**src/rtl/dice_roll_scheduler.sv**
```systemverilog
// Round-robin scheduler sharing one dice roller among four requesters: grants a
// requester, pulses the roller once per die, sums the results and acknowledges.
module dice_roll_scheduler (
  input  logic        clk,
  input  logic        rst,
  input  logic [3:0]  req,
  input  logic [7:0]  die_sel_in,
  input  logic [11:0] count_in,
  output logic [3:0]  ack,
  output logic        result_valid,
  output logic [1:0]  result_id,
  output logic [7:0]  result_sum,
  output logic        result_err,
  output logic        busy,
  output logic        roll_o,
  output logic [1:0]  die_sel_o,
  input  logic [7:0]  rolled_number_i
);

  typedef enum logic [1:0] {IDLE, ROLL, CAPT, DONE} state_t;

  state_t      state, state_next;
  logic [1:0]  ptr;
  logic [1:0]  id;
  logic [1:0]  die_sel_q;
  logic [2:0]  remaining;
  logic [7:0]  acc;
  logic        err;

  logic        grant_valid;
  logic [1:0]  grant_id;
  logic [2:0]  grant_count;
  logic        sample_err;

  function automatic logic [7:0] die_sides(input logic [1:0] sel);
    case (sel)
      2'b00:   return 8'd4;
      2'b01:   return 8'd6;
      2'b10:   return 8'd8;
      default: return 8'd20;
    endcase
  endfunction

  // Walk offsets from the far end so the set bit closest to ptr wins last.
  // NOTE: every variable written in always_comb gets a default first, otherwise
  // a path that skips the assignment infers a latch.
  always_comb begin
    grant_valid = 1'b0;
    grant_id    = ptr;
    for (int k = 3; k >= 0; k--) begin
      if (req[ptr + 2'(k)]) begin
        grant_valid = 1'b1;
        grant_id    = ptr + 2'(k);
      end
    end
  end

  always_comb begin
    grant_count = count_in[3*grant_id +: 3];
    if (grant_count == 3'd0) grant_count = 3'd1;
  end

  assign sample_err = (rolled_number_i == 8'd0) ||
                      (rolled_number_i > die_sides(die_sel_q));

  // NOTE: sequential state uses non-blocking assignments so every register
  // samples pre-edge values regardless of statement order.
  always_ff @(posedge clk) begin
    if (rst) begin
      state     <= IDLE;
      ptr       <= 2'd0;
      id        <= 2'd0;
      die_sel_q <= 2'b00;
      remaining <= 3'd0;
      acc       <= 8'd0;
      err       <= 1'b0;
    end else begin
      state <= state_next;
      case (state)
        IDLE: if (grant_valid) begin
          id        <= grant_id;
          die_sel_q <= die_sel_in[{grant_id, 1'b0} +: 2];
          remaining <= grant_count;
          acc       <= 8'd0;
          err       <= 1'b0;
        end
        CAPT: begin
          acc       <= acc + rolled_number_i;
          err       <= err | sample_err;
          remaining <= remaining - 3'd1;
        end
        DONE:    ptr <= id + 2'd1;
        default: ;
      endcase
    end
  end

  // Outputs decode only the state and internal registers, never the inputs.
  always_comb begin
    state_next   = state;
    roll_o       = 1'b0;
    busy         = (state != IDLE);
    result_valid = 1'b0;
    ack          = 4'b0000;
    result_id    = 2'd0;
    result_sum   = 8'd0;
    result_err   = 1'b0;
    case (state)
      IDLE: if (grant_valid) state_next = ROLL;
      ROLL: begin
        roll_o     = 1'b1;
        state_next = CAPT;
      end
      CAPT: state_next = (remaining == 3'd1) ? DONE : ROLL;
      DONE: begin
        result_valid = 1'b1;
        ack          = 4'b0001 << id;
        result_id    = id;
        result_sum   = acc;
        result_err   = err;
        state_next   = IDLE;
      end
      default: state_next = IDLE;
    endcase
  end

  assign die_sel_o = die_sel_q;

endmodule

```
**config.mk**
```make
export PLATFORM = sky130hd
export DESIGN_NAME = dice_roll_scheduler
export DESIGN_NICKNAME = d
export VERILOG_FILES = /design/src/rtl/dice_roll_scheduler.sv
export SDC_FILE = /design/constraint.sdc
export NUM_CORES = 1
export LEC_CHECK = 0
export BUFFER_PORTS_ARGS = -buffer_cell sky130_fd_sc_hd__buf_2
export CORE_ASPECT_RATIO = 0.75
export CORE_MARGIN = 4
export CORE_UTILIZATION = 31
export DETAILED_ROUTE_END_ITERATION = 7
export SYNTH_ARGS = -nofsm -noshare
export SYNTH_HDL_FRONTEND = slang
export SYNTH_SLANG_ARGS = --single-unit
```
**constraint.sdc**
```tcl
create_clock -name clk -period 2.7 [get_ports clk]
set_input_delay 0.135 -clock clk [delete_from_list [all_inputs] [get_ports clk]]
set_output_delay 0.135 -clock clk [all_outputs]
set_load 0.05 [all_outputs]
```
==> impl_metrics.csv, run 1 <==
group,metric,value,unit
setup_path,critical_path.endpoint,"remaining[0]",
clock_tree,ctsHtreeMaxLevel,1,
yosys,synth_warnings,0,
clock_tree,cts_sinks,20,
yosys,mean_area_per_synthesized_cell,8.28,um^2
setup_path,critical_path_arrival,2.29,ns
timing,setup_viol,0,
floorplan,initial_standard_cell_utilization_of_the_core,0.327,
routing,drt_iter0_markers,77,
global_routing,first_pass_grt_wire_length,7250,um
floorplan,floorplan.die_area,6500,um^2
timing,timing.slew.headroom,0.583,
global_routing,globalRouteOverflowTotal,0,
cells_and_area,design.final.nets,297,
timing,finalSetupTns,0,ns
pwr,sw_frac_of_total,0.336,
placed_design,globalplace.congestion,0.775,
placed_design,placed_instances,312,
cells_and_area,layout-drive-gt1-share,0.266,
floorplan,floorplan.rows,22,
setup_path,worstPathRequired,2.92,ns
timing,max_freq,481,MHz
timing,timing_max_transition_violations_final,0,
yosys,count_of_distinct_cell_types_in_the_synthesized_netlist,40,
cells_and_area,nFillCells,537,
clock_tree,clk-insertion-delay-late,0.27,ns
global_routing,grt_antenna_before_repair,0,
clock_tree,tritoncts.num_buffers,3,
yosys,syn-cell-area,1630,um^2
yosys,syn_inst,197,
timing,layout_worst_path_cycle_share,0.769,
placed_design,place.port_buffers,53,
yosys,ys_seq_area_frac,0.246,
timing,worst_pin_slew,0.624,ns
cells_and_area,n_antenna_cell,0,
timing,fin_skew,0.00264,ns
setup_path,crit_path_end_kind,"flip-flop",
cells_and_area,areaGrowthSynthToFinish,23.1,%
pwr,power.leakage,1.01,nW
routing,vias_per_cell,4.93,
pwr,pwr-share-comb,0.290,
outcome,run_status,"completed",
routing,drtAntennaViolNets,0,
global_routing,grt_start_max_net_pins,27,
setup_path,critPathKind,"flip-flop to flip-flop",
pwr,worst_ir_drop_vdd,0.153,mV
clock_tree,postCtsSetupBuffers,0,
pwr,p_clk_frac,0.294,
clock_tree,worst_setup_hold_path_clk_slew,0.08,ns
yosys,ys_ff_latch,20,
pwr,net-switching-power,0.277,mW
timing,final.hold.worst_slack,0.285,ns
placed_design,placed_area,1950,um^2
placed_design,place_hpwl,3340,um
pwr,power_report.internal_total,0.548,mW
global_routing,groute.usage.overall,0.136,
cells_and_area,post_layout_nonfiller_instances,316,
clock_tree,ctsHoldBuffers,0,
clock_tree,clock_path_buffers,2,
routing,wire_per_inst,13.5,um
clock_tree,cts.root.buffer_cell,"clkbuf_8",
setup_path,crit_path_start_kind,"flip-flop",
routing,route.vias.total,1557,
yosys,synth_enable_flop_cells,0,
floorplan,die_w,91.7,um
setup_path,worst_r2r_endpoint,"remaining[0]",
setup_path,regToRegSetupSlack,0.62,ns
floorplan,die_h,70.8,um
cells_and_area,most_common_library_cell_in_the_layout_ignoring_fill_and_taps,"buf_2",
yosys,syn-num-nets,249,
cells_and_area,final_area,2010,um^2
setup_path,timing.critical_path.from,"ptr[0]",
global_routing,via_count_of_the_first_global_routing_pass,1551,
min_path,hold_path_class,"input port to flip-flop",
setup_path,crit_path_max_fanout,6,
timing,rsz0062_at_grt,"no",
run,max_cap_violations,0,
timing,shortest_clock_period_the_worst_path_allows_after_layout,2.08,ns
floorplan,pin_count,54,
yosys,top_flip_flop_cell_by_instance_count_after_synthesis,"dfxtp_1",
routing,firstDrtPassIters,5,
cells_and_area,final_core_utilization,0.403,
floorplan,floorplan.core_area,4980,um^2
clock_tree,tritoncts_clock_tree,"done",
pwr,power_per_cell_area,411,nW/um^2
yosys,postSynth.asyncResetShare,0,
routing,wirelength,4260,um
setup_path,worstReg2RegStart,"ptr[0]",
cells_and_area,most-common-layout-cells,"buf_2, nor2_1, dfxtp_1",
setup_path,reg2regPathDepth,5,
routing,remaining_drc_errors,0,
pwr,seq_power_share,0.416,
clock_tree,cts_repair_resize_count,0,
timing,hold_viol,0,
## cells by family after synthesis
kind of cell	after synthesis	synth area share
AO/OA/AOI/OAI	44	0.187
XOR/XNOR	3	0.0161
adder cells (fa/ha/maj)	18	0.143
buffers and inverters	25	0.0576
flip-flops	20	0.246
multiplexers	11	0.103
AND/OR/NAND/NOR	76	0.248
## Yosys cell counts (4+ instances only)
cell | count | area share
inv_1 | 14 | 0.032
o21ai_0 | 10 | 0.031
nor2b_1 | 6 | 0.023
clkbuf_1 | 11 | 0.025
and3_1 | 13 | 0.050
dfxtp_1 | 20 | 0.25
mux2i_1 | 7 | 0.043
nand2_1 | 9 | 0.021
nor2_1 | 25 | 0.058
a211o_1 | 4 | 0.021
ha_1 | 17 | 0.13
nand2b_1 | 4 | 0.015
a21oi_1 | 12 | 0.037
a22oi_1 | 4 | 0.018
## sequential cells by signal (all words and copies together) (netlist names)
name       flops
acc            8
remaining      3
die_sel_o      2
id             2
ptr            2
state          2
err            1
## metrics by stage
step                      worst slack (ns)  total power [mW]
after global routing                 0.459             0.873
final                                0.623             0.825
after detailed placement             0.628             0.588
after global placement               0.660             0.587
after floorplan                      0.742             0.515
after CTS                            0.606             0.829
## worst max-delay path: stages, from the launching register on
cell and delay [ns]:
dfxtp_1 0.43, nor2b_4 0.07, o41ai_4 0.59, mux4_2 0.60, nor3b_1 0.20, a211o_1 0.12
## routing by layer
metal	share of wire	GRT usage
met2	0.39	0.197
met5	0	0
met4	0.0075	0.0214
met1	0.51	0.195
met3	0.087	0.0542
## layout make-up
type,instances,area [um^2],area share
repair buffers,54,273,0.136
clock buffers,4,55.1,0.0274
inverters,14,52.6,0.0262
multi-input cells,152,1140,0.566
well taps,72,90.1,0.0449
flip-flops and latches,20,400,0.200
## worst min-delay path by stage
stage	start	endpoint	slack, ns	cells past startpoint
global route	rst	id[0]	0.32	2
global placement	remaining[2]	remaining[2]	0.49	2
finish	rolled_number_i[0]	acc[0]	0.29	4
floorplan	rolled_number_i[0]	acc[0]	0.40	3
CTS	rolled_number_i[0]	acc[0]	0.28	4
detailed placement	remaining[2]	remaining[2]	0.50	2
## power groups by stage
stage	Combinational, mW	Sequential, mW	Clock (mW)
3_5_place_dp	0.239	0.349	0
4_1_cts	0.240	0.342	0.247
6_report	0.239	0.343	0.243
2_1_floorplan	0.168	0.348	0
5_1_grt	0.269	0.347	0.256
3_3_place_gp	0.238	0.349	0
Note: power is estimated with default switching activity, not from simulation.
==> inputs of run 2 (changes only) <==
==> constraint.sdc (replaced) <==
create_clock -name clk -period 2.1 [get_ports clk]
set_input_delay 0.105 -clock clk [delete_from_list [all_inputs] [get_ports clk]]
set_output_delay 0.105 -clock clk [all_outputs]
set_load 0.05 [all_outputs]
==> impl_metrics.csv, run 2 (same netlist as run 1, synthesis figures left out) <==
group,metric,value,unit
outcome,run_status,"completed",
cells_and_area,areaGrowthSynthToFinish,25.4,%
cells_and_area,layout-drive-gt1-share,0.281,
cells_and_area,number_of_flip_flops_in_the_largest_register,8,
cells_and_area,nFillCells,508,
routing,wirelength,4340,um
routing,wire_per_inst,13.5,um
cells_and_area,most_common_library_cell_in_the_layout_ignoring_fill_and_taps,"buf_2",
clock_tree,ctsHoldBuffers,0,
floorplan,pin_count,54,
cells_and_area,layout.area.seq,400,um^2
pwr,power,1.07,mW
timing,layout_worst_path_cycle_share,0.916,
timing,rsz0062_at_grt,"no",
setup_path,critPathSlowestCell,"mux4_2",
clock_tree,tritoncts.num_buffers,3,
setup_path,cpLargestDelayFamily,"multiplexers",
cells_and_area,regMostFlops,"acc",
cells_and_area,most-common-layout-cells,"buf_2, nor2_1, dfxtp_1",
timing,setup_viol,0,
routing,route.vias.total,1567,
pwr,power.leakage,1.04,nW
routing,firstDrtPassIters,4,
clock_tree,ctsHtreeMaxLevel,1,
setup_path,worstPathRequired,2.31,ns
floorplan,floorplan.core_area,4980,um^2
global_routing,groute.usage.overall,0.134,
floorplan,initial_standard_cell_utilization_of_the_core,0.327,
global_routing,globalRouteOverflowTotal,0,
timing,fin_skew,0.00107,ns
timing,max_freq,520,MHz
timing,timing_max_transition_violations_final,0,
timing,worst_pin_slew,0.503,ns
cells_and_area,n_antenna_cell,0,
setup_path,cell_chain_critical_path,"nor2b_4 > o41ai_4 > buf_4 > mux4_2 > nor3b_1 > a211o_1",
floorplan,die_h,70.8,um
floorplan,die_w,91.7,um
timing,timing.slew.headroom,0.665,
cells_and_area,design.final.nets,302,
routing,remaining_drc_errors,0,
clock_tree,cts_sinks,20,
pwr,power_per_cell_area,522,nW/um^2
cells_and_area,multiInputGateArea,1140,um^2
setup_path,critPathKind,"flip-flop to flip-flop",
setup_path,slowest_delay,0.52,ns
floorplan,floorplan.die_area,6500,um^2
clock_tree,cts.root.buffer_cell,"clkbuf_8",
placed_design,globalplace.congestion,0.753,
setup_path,timing.critical_path.buf_inv,1,
timing,finalSetupTns,0,ns
clock_tree,clk-insertion-delay-late,0.26,ns
timing,final.hold.worst_slack,0.252,ns
global_routing,via_count_of_the_first_global_routing_pass,1470,
floorplan,floorplan.rows,22,
cells_and_area,final_core_utilization,0.410,
cells_and_area,layout_top_registers,"acc (8), remaining (3)",
placed_design,place_hpwl,3440,um
placed_design,place.port_buffers,53,
clock_tree,worst_setup_hold_path_clk_slew,0.08,ns
pwr,worst_ir_drop_vdd,0.273,mV
routing,drtAntennaViolNets,0,
clock_tree,postCtsSetupBuffers,0,
timing,hold_viol,0,
global_routing,first_pass_grt_wire_length,7240,um
setup_path,crit_path_max_fanout,6,
setup_path,critical_path_arrival,2.14,ns
clock_tree,tritoncts_clock_tree,"done",
setup_path,crit_path_end_kind,"flip-flop",
run,max_cap_violations,0,
clock_tree,clock_path_buffers,2,
setup_path,crit_path_start_kind,"flip-flop",
routing,vias_per_cell,4.88,
clock_tree,cts_repair_resize_count,0,
global_routing,grt_start_max_net_pins,27,
global_routing,grt_antenna_before_repair,0,
min_path,hold_path_class,"input port to flip-flop",
routing,drt_iter0_markers,68,
timing,shortest_clock_period_the_worst_path_allows_after_layout,1.92,ns
[run 2: metal layers]
metal	vias up	part of all wire	GRT usage
li1	812	-	-
met2	44	0.40	0.197
met4	0	0.0014	0.0132
met5	-	0	0
met3	2	0.079	0.0478
met1	709	0.52	0.194
[run 2: final timing paths]
check | startpoint | to | slack, ns | cells after the start
setup reg to reg | ptr[0] | remaining[0] | 0.18 | 6
hold / removal | rolled_number_i[0] | acc[0] | 0.25 | 4
setup / recovery | ptr[0] | remaining[0] | 0.18 | 6
hold reg to reg | remaining[2] | remaining[2] | 0.51 | 2
[run 2: final cells by class]
| cell class | count | share of cell area |
|---|---|---|
| multi-input cells | 152 | 0.556 |
| repair buffers | 59 | 0.152 |
| flip-flops and latches | 20 | 0.196 |
| clock buffers | 4 | 0.0269 |
| well taps | 72 | 0.0441 |
| inverters | 14 | 0.0257 |
[run 2: per-stage QoR]
step / area (um^2) / worst slack [ns] / cells
after floorplan: 1630 / 0.142 / 197
after global placement: 1990 / 0.224 / 317
after detailed placement: 1990 / 0.184 / 317
after CTS: 2040 / 0.162 / 321
after global routing: 2040 / 0.00404 / 321
final: 2040 / 0.176 / 321
[run 2: where the power goes]
part           total [mW]  internal (mW)  switching (mW)
clock network       0.309          0.167           0.142
registers           0.433          0.405          0.0285
logic               0.326          0.141           0.185
total                1.07          0.713           0.355
[run 2: worst register-to-register path: stages (launching register included)]
cell and delay (ns):
dfxtp_1 0.43, nor2b_4 0.07, o41ai_4 0.31, buf_4 0.21, mux4_2 0.52, nor3b_1 0.22, a211o_1 0.12
